===== config.mk =====
export PLATFORM = sky130hd
export DESIGN_NAME = pipelined_adder
export DESIGN_NICKNAME = d
export VERILOG_FILES = /design/src/rtl/pipelined_adder.sv
export SDC_FILE = /design/constraint.sdc
export NUM_CORES = 1
export LEC_CHECK = 0
export CORE_AREA = 2 2 96 98
export CTS_BUF_LIST = sky130_fd_sc_hd__clkbuf_8
export CTS_CLUSTER_SIZE = 12
export DETAILED_ROUTE_END_ITERATION = 7
export DIE_AREA = 0 0 98 100
export PLACE_DENSITY_LB_ADDON = 0.25
export SYNTH_ARGS = -nofsm -noshare
export SYNTH_HDL_FRONTEND = slang
export SYNTH_SLANG_ARGS = --single-unit

===== constraint.sdc =====
create_clock -name clk -period 3.32 [get_ports clk]
set_clock_uncertainty 0.1 [all_clocks]
set_input_delay 0.498 -clock clk [delete_from_list [all_inputs] [get_ports clk]]
set_output_delay 0.498 -clock clk [all_outputs]
set_load 0.005 [all_outputs]

===== src/rtl/pipelined_adder.sv =====
// pipelined_adder: WIDTH-bit add/subtract unit with the carry chain cut into
// SEG_W-bit segments, one pipeline stage per segment (STAGES = WIDTH/SEG_W).
// Operands are registered on acceptance; each following stage adds one
// segment, so a result appears STAGES cycles after the accepting edge.
// A single global stall (advance) freezes every stage while the output waits.
// Optional build macro: ADDER_SAT_EN -- saturate out_sum on signed overflow.
module pipelined_adder #(
  parameter int WIDTH = 16,
  parameter int SEG_W = 4
) (
  input  logic             clk,
  input  logic             reset,
  input  logic             in_valid,
  output logic             in_ready,
  input  logic [WIDTH-1:0] in_a,
  input  logic [WIDTH-1:0] in_b,
  input  logic             in_cin,
  input  logic             in_sub,
  output logic             out_valid,
  input  logic             out_ready,
  output logic [WIDTH-1:0] out_sum,
  output logic             out_cout,
  output logic             out_ovf
);

  localparam int STAGES = WIDTH / SEG_W;

  // Slot k holds the operation waiting to be processed by stage k. Slot 0 is
  // the acceptance register; the last stage writes the out_* registers.
  logic [STAGES-1:0] v_q;
  logic [WIDTH-1:0]  a_q [STAGES];
  logic [WIDTH-1:0]  b_q [STAGES];  // effective B (already inverted for subtract)
  logic [WIDTH-1:0]  s_q [STAGES];  // lower sum segments computed so far
  logic [STAGES-1:0] c_q;           // carry into segment k

  logic [WIDTH-1:0]  s_nxt [STAGES];
  logic [STAGES-1:0] c_nxt;

  logic             advance;
  logic [WIDTH-1:0] fin_sum;
  logic [WIDTH-1:0] res_sum;
  logic             fin_cout;
  logic             fin_ovf;
  logic             a_msb;
  logic             b_msb;

  // Global stall: every stage moves only when the output slot can drain.
  assign advance  = !out_valid || out_ready;
  assign in_ready = advance;

  // Per-stage segment add: stage k fills in sum segment k and its carry.
  // NOTE: every variable written here gets a value before any conditional or
  // partial update, so no latch can be inferred.
  always_comb begin
    logic [SEG_W:0] seg;
    seg   = '0;
    c_nxt = '0;
    for (int k = 0; k < STAGES; k++) begin
      seg = {1'b0, a_q[k][k*SEG_W +: SEG_W]}
          + {1'b0, b_q[k][k*SEG_W +: SEG_W]}
          + (SEG_W+1)'(c_q[k]);
      s_nxt[k] = s_q[k];
      s_nxt[k][k*SEG_W +: SEG_W] = seg[SEG_W-1:0];
      c_nxt[k] = seg[SEG_W];
    end
  end

  // Final-stage result: carry-out, signed overflow and optional saturation.
  always_comb begin
    fin_sum  = s_nxt[STAGES-1];
    fin_cout = c_nxt[STAGES-1];
    a_msb    = a_q[STAGES-1][WIDTH-1];
    b_msb    = b_q[STAGES-1][WIDTH-1];
    fin_ovf  = (a_msb == b_msb) && (fin_sum[WIDTH-1] != a_msb);
`ifdef ADDER_SAT_EN
    if (fin_ovf) begin
      res_sum = a_msb ? {1'b1, {(WIDTH-1){1'b0}}} : {1'b0, {(WIDTH-1){1'b1}}};
    end else begin
      res_sum = fin_sum;
    end
`else
    res_sum = fin_sum;
`endif
  end

  // Operand/partial-sum datapath: shifts one slot per advance, no reset.
  // NOTE: these payload registers are deliberately not reset; their content is
  // only ever observed under a valid bit, and that is what reset clears.
  always_ff @(posedge clk) begin
    if (advance) begin
      if (in_valid) begin
        a_q[0] <= in_a;
        b_q[0] <= in_sub ? ~in_b : in_b;
        c_q[0] <= in_sub | in_cin;
        s_q[0] <= '0;
      end
      for (int k = 1; k < STAGES; k++) begin
        a_q[k] <= a_q[k-1];
        b_q[k] <= b_q[k-1];
        s_q[k] <= s_nxt[k-1];
        c_q[k] <= c_nxt[k-1];
      end
    end
  end

  // Valid bits and output registers: cleared by reset, frozen on stall.
  // NOTE: state is updated with non-blocking assignments so every register
  // samples the pre-edge values regardless of statement order.
  always_ff @(posedge clk or negedge reset) begin
    if (!reset) begin
      v_q       <= '0;
      out_valid <= 1'b0;
      out_sum   <= '0;
      out_cout  <= 1'b0;
      out_ovf   <= 1'b0;
    end else if (advance) begin
      v_q[0] <= in_valid;
      for (int k = 1; k < STAGES; k++) begin
        v_q[k] <= v_q[k-1];
      end
      out_valid <= v_q[STAGES-1];
      if (v_q[STAGES-1]) begin
        out_sum  <= res_sum;
        out_cout <= fin_cout;
        out_ovf  <= fin_ovf;
      end
    end
  end

endmodule


Word level (Yosys, flattened, before mapping)

Memory sizes are Yosys's and may differ from the RTL's. A register that Yosys moved wholly into a read port is not among the register bits.
Index checks and enable logic that the tools add are counted.

Input port bits: 38
Memory bits (writable): 192
Word-level logic and storage cells: 34
Output and inout port bits: 20
Register bits after elaboration: 27
ROM bits: 0
Latch bits: 0
Memories: 3

Mux-type cells: 6
Equality and inequality tests: 2
Reduce and logical (&&, ||, !) cells: 6
Shifts and indexed selects: 0
Multipliers: 0
$lt $le $gt $ge: 0
Bitwise operators: 2
Divide/modulo/power cells: 0
Add/sub/neg operators: 8

Memory list:

| memory | words | width | read ports | clocked after memory_dff | write ports | RTL line | text |
|---|---|---|---|---|---|---|---|
| a_q    | 4     | 16    | 4          | 0                        | 4           | 31       | `logic [WIDTH-1:0] a_q [STAGES];` |
| b_q    | 4     | 16    | 4          | 0                        | 4           | 32       | `logic [WIDTH-1:0] b_q [STAGES];` |
| s_q    | 4     | 16    | 4          | 1                        | 4           | 33       | `logic [WIDTH-1:0] s_q [STAGES];` |

Operators with widths:

| operator                               | count |
|---|---|
| 4-bit by 4-bit adder with 5-bit output | 4 |
| 5-bit by 1-bit adder with 5-bit output | 4 |
| 16-bit 2-to-1 mux                      | 1 |
| 16-bit NOT                             | 1 |
| 1-bit 2-to-1 mux                       | 5 |
| 2-bit AND reduction                    | 2 |
| 1-bit zero test                        | 2 |
| 1-bit == test                          | 1 |
| 1-bit logical AND                      | 1 |
| 1-bit logical OR                       | 1 |
| 1-bit inequality test                  | 1 |
| 1-bit bitwise OR                       | 1 |

Logic depth before layout (Yosys ltp)

Depth in word-level cells: 4
Gate-level depth with buffers: 6
Depth with buffers taken out: 6

Least setup slack after synthesis

No wires, ideal clock.

Path type: input to register
Start: input out_ready
End: memory a_q[0][0], enable pin
Data arrival time: 1.899 ns
Setup time: 0.394 ns
Path slack: 0.927 ns
Stages: 4
Required time: 2.826 ns
Path buffers: 1
Cells stage by stage: nor2b_4 > buf_6 > inv_8 > and2_1

RTL lines:

| item        | RTL line | text |
|---|---|---|
| from (decl) | 20       | `input logic out_ready,` |
| to (decl)   | 31       |  |

Final worst setup path

Start: input out_ready
End: output in_ready

Word-level cells in the longest chain between the ends: 1

RTL lines:

| item             | RTL line | text |
|---|---|---|
| 1-bit logical OR | 48       | `assign advance = !out_valid \|\| out_ready;` |
| to (decl)        | 14       | `output logic in_ready,` |

No other way between the ends.

==> metrics.md <==
| Metric | Value |
|---|---|
| Main area contributors after synthesis | `sky130_fd_sc_hd__edfxtp_1 66%, sky130_fd_sc_hd__dfrtp_1 12%, sky130_fd_sc_hd__fa_1 3.3%` |
| Weighted congestion reported at the end of routability-driven placement | `0.762` |
| Unrepaired setup endpoints after global routing | `false` |
| Outcome | `finished clean` |
| Post-Route WL | `5.93 mm` |
| Clock buffer depth | `2` |
| Die footprint | `9800 um2` |
| Largest driver fanout on the critical path | `36` |
| DIE HEIGHT | `100 um` |
| Number of enable flip-flop cells after synthesis | `108` |
| Final ANT Viol Nets | `0` |
| Combinational share of power | `23.1%` |
| Sequential Power Share | `52.1%` |
| Min-Delay Path Depth | `0` |
| R2R cell count | `5` |
| Sinks on Clock Net | `131` |
| Post-Syn Nets | `310` |
| Setup-failing EPs final | `0` |
| Worst Path Required | `2.72 ns` |
| Number of clock buffers inserted by TritonCTS | `17` |
| Worst hold path type | `reg2reg` |
| Total of flip-flops plus latches after synthesis | `131` |
| Worst Setup Start Kind | `input port` |
| Synthesis Warnings | `0` |
| First DRT Iteration DRCs | `101` |
| Clock network power share | `24.8%` |
| Clk pin slew, worst setup/hold paths | `0.08 ns` |
| Synthesized netlist cell count | `252` |
| Hold-fix buffers, CTS | `0` |
| Layout overhead on the synthesized area | `22.1%` |
| Int Power | `3840 uW` |
| Top cell type's share of synthesized area | `66.3%` |
| Leakage | `0.00230 uW` |
| Clk Latency, worst-skew pair | `0.42 ns` |
| Starting Density | `55.0%` |
| Detailed-route wire length per cell | `13.2 um` |
| Detailed-route via count | `2,166` |
| CTS tree | `built` |
| P per Cell Area | `863 nW/um2` |
| Antenna diode count | `0` |
| Flip-flop cell with the highest count after synthesis | `sky130_fd_sc_hd__edfxtp_1` |
| Net switching power | `1310 uW` |
| Worst Max-Slew Pin Slew | `1.01 ns` |
| H-tree levels | `4` |
| Final count of pins violating max slew | `0` |
| I/O pin count | `58` |
| Count of different cell masters after synthesis | `27` |
| Number of gates given a new drive strength after cts | `0` |
| Pin count of the biggest net entering global routing | `49` |
| Global-route wire length before repair | `10.2 mm` |
| # Post-CTS Setup Buffers | `0` |
| Total congestion overflow after global routing | `0` |
| Share of total power consumed by net switching | `25.4%` |
| Port Buf Inserts | `57` |
| GRT Util Overall | `13.7%` |
| Via count of the first global-routing pass | `2,185` |
| Final cycle utilization of the critical path | `73.9%` |
| Cell accounting for the most synthesized area | `sky130_fd_sc_hd__edfxtp_1` |
| Vias/cell | `4.81` |
| Total negative slack for setup checks | `0 ns` |
| First drt pass iteration count | `4` |
| Average cell area after synthesis | `19.4 um2` |
| Proportion of synthesized flip-flops having asynchronous set or reset | `17.6%` |
| Worst vdd ir | `0.000394 V` |
| Peak clock frequency supported by timing | `0.407 GHz` |
| Overall die width | `98 um` |
| Placement row count | `35` |
| Root cell of the clock tree | `sky130_fd_sc_hd__clkbuf_8` |
| Fin crit period | `2.45 ns` |
| Max_slew headroom | `32.5%` |
| Area of the core | `8890 um2` |
| Cell area after technology mapping | `4890 um2` |
| Share of synthesized area occupied by flip-flops and latches | `78.1%` |
| Share of layout cells above drive strength 1 | `15.0%` |
| DRC Markers | `0` |
| Half-perimeter wire length after detailed placement | `3.95 mm` |
| Number of nets at the end of the flow | `384` |
| Initial antenna violation count | `0` |
| Final Core Density | `67.1%` |
| Endpoints failing hold | `0` |
| Signal arrival time at the worst endpoint | `1.86 ns` |
| Post-route worst hold slack | `0.308 ns` |
| Endpoint kind of the worst setup timing path | `output port` |
| Crit Path Class | `in2out` |
| Max-cap viol count | `0` |
## registers in the layout (all words and copies together) (netlist names)
name and flops:
a_q 40, b_q 40, out_sum 16, s_q 24
out_ovf 1, v_q 4, out_cout 1, c_q 4
out_valid 1
## cells by family (layout without fill, tap and decap cells)
group | after synthesis | count (layout) | share of synthesized area (%)
AND/OR/NAND/NOR | 19 | 19 | 2.43
buffers and inverters | 18 | 105 | 1.97
flip-flops | 131 | 131 | 78.1
multiplexers | 14 | 14 | 3.22
XOR/XNOR | 23 | 23 | 4.12
AO/OA/AOI/OAI | 27 | 27 | 3.79
adder cells (fa/ha/maj) | 20 | 20 | 6.35
## cell usage after synthesis (all sizes together) (3+ instances only)
| master | count |
|---|---|
| nor2b | 4 |
| fa | 8 |
| a21oi | 5 |
| edfxtp | 108 |
| mux2 | 14 |
| xnor2 | 7 |
| inv | 14 |
| dfrtp | 23 |
| xor2 | 16 |
| o21ai | 10 |
| a21o | 6 |
| buf | 4 |
| ha | 12 |
| nand2b | 3 |
| nand2 | 9 |
## worst paths after layout
path	slack (ns)	endpoint	startpoint
max	0.87	in_ready	out_ready
min	0.31	a_q[3][14]	a_q[2][14]
max reg2reg	1.35	out_cout	c_q[3]
min reg2reg	0.31	a_q[3][14]	a_q[2][14]
max in group asynchronous	1.97	v_q[2]	reset
min in group asynchronous	0.53	out_sum[3]	reset
## power groups by stage
| stage | clock network [uW] | logic, uW | registers [uW] |
|---|---|---|---|
| 6_report | 1280 | 1190 | 2680 |
| 5_1_grt | 1380 | 1330 | 2750 |
| 4_1_cts | 1310 | 1210 | 2690 |
| 3_5_place_dp | 0 | 1210 | 2720 |
| 3_3_place_gp | 0 | 1170 | 2690 |
| 2_1_floorplan | 0 | 762 | 2680 |
## layout make-up
cell class | instances | area (um2)
Clock buffer | 20 | 275
Sequential cell | 131 | 3820
Timing Repair Buffer | 59 | 586
Clock inverter | 12 | 115
Tap cell | 111 | 139
Inverter | 14 | 60.1
Fill cell | 597 | 2920
Multi-Input combinational cell | 103 | 973
## cells in the final DEF, fill, tap and decap left out, drive strengths merged, types with 6 or more instances in the layout
master and count:
edfxtp 108, clkdlybuf4s50 57, dfrtp 23, clkbuf 20, xor2 16, inv 16, mux2 14, ha 12
o21ai 10, nand2 9, fa 8, xnor2 7, a21o 6
## layer usage
| layer | track usage (%) | vias up | part of all wire [%] |
|---|---|---|---|
| met4 | 7.05 | 0 | 2.1 |
| met2 | 19.9 | 68 | 46 |
| met3 | 5.57 | 12 | 6.4 |
| met5 | 0 | - | 0 |
| li1 | - | 1068 | - |
| met1 | 18.0 | 1018 | 46 |
## through the flow
step	power [uW]	worst slack (ns)	cells	cell area, um2
6_report	5150	0.866	450	5970
5_1_grt	5470	0.788	450	5970
4_1_cts	5220	0.841	450	5970
3_5_place_dp	3930	0.848	418	5580
3_3_place_gp	3860	0.851	418	5580
2_1_floorplan	3440	0.927	252	4890
## critical path, cell delays in order
cell                              delay, ns
sky130_fd_sc_hd__clkdlybuf4s50_1       0.51
sky130_fd_sc_hd__nor2b_4               0.09
sky130_fd_sc_hd__inv_8                 0.21
sky130_fd_sc_hd__clkdlybuf4s50_1       0.55
No activity file was read; power rests on OpenSTA's default activity.
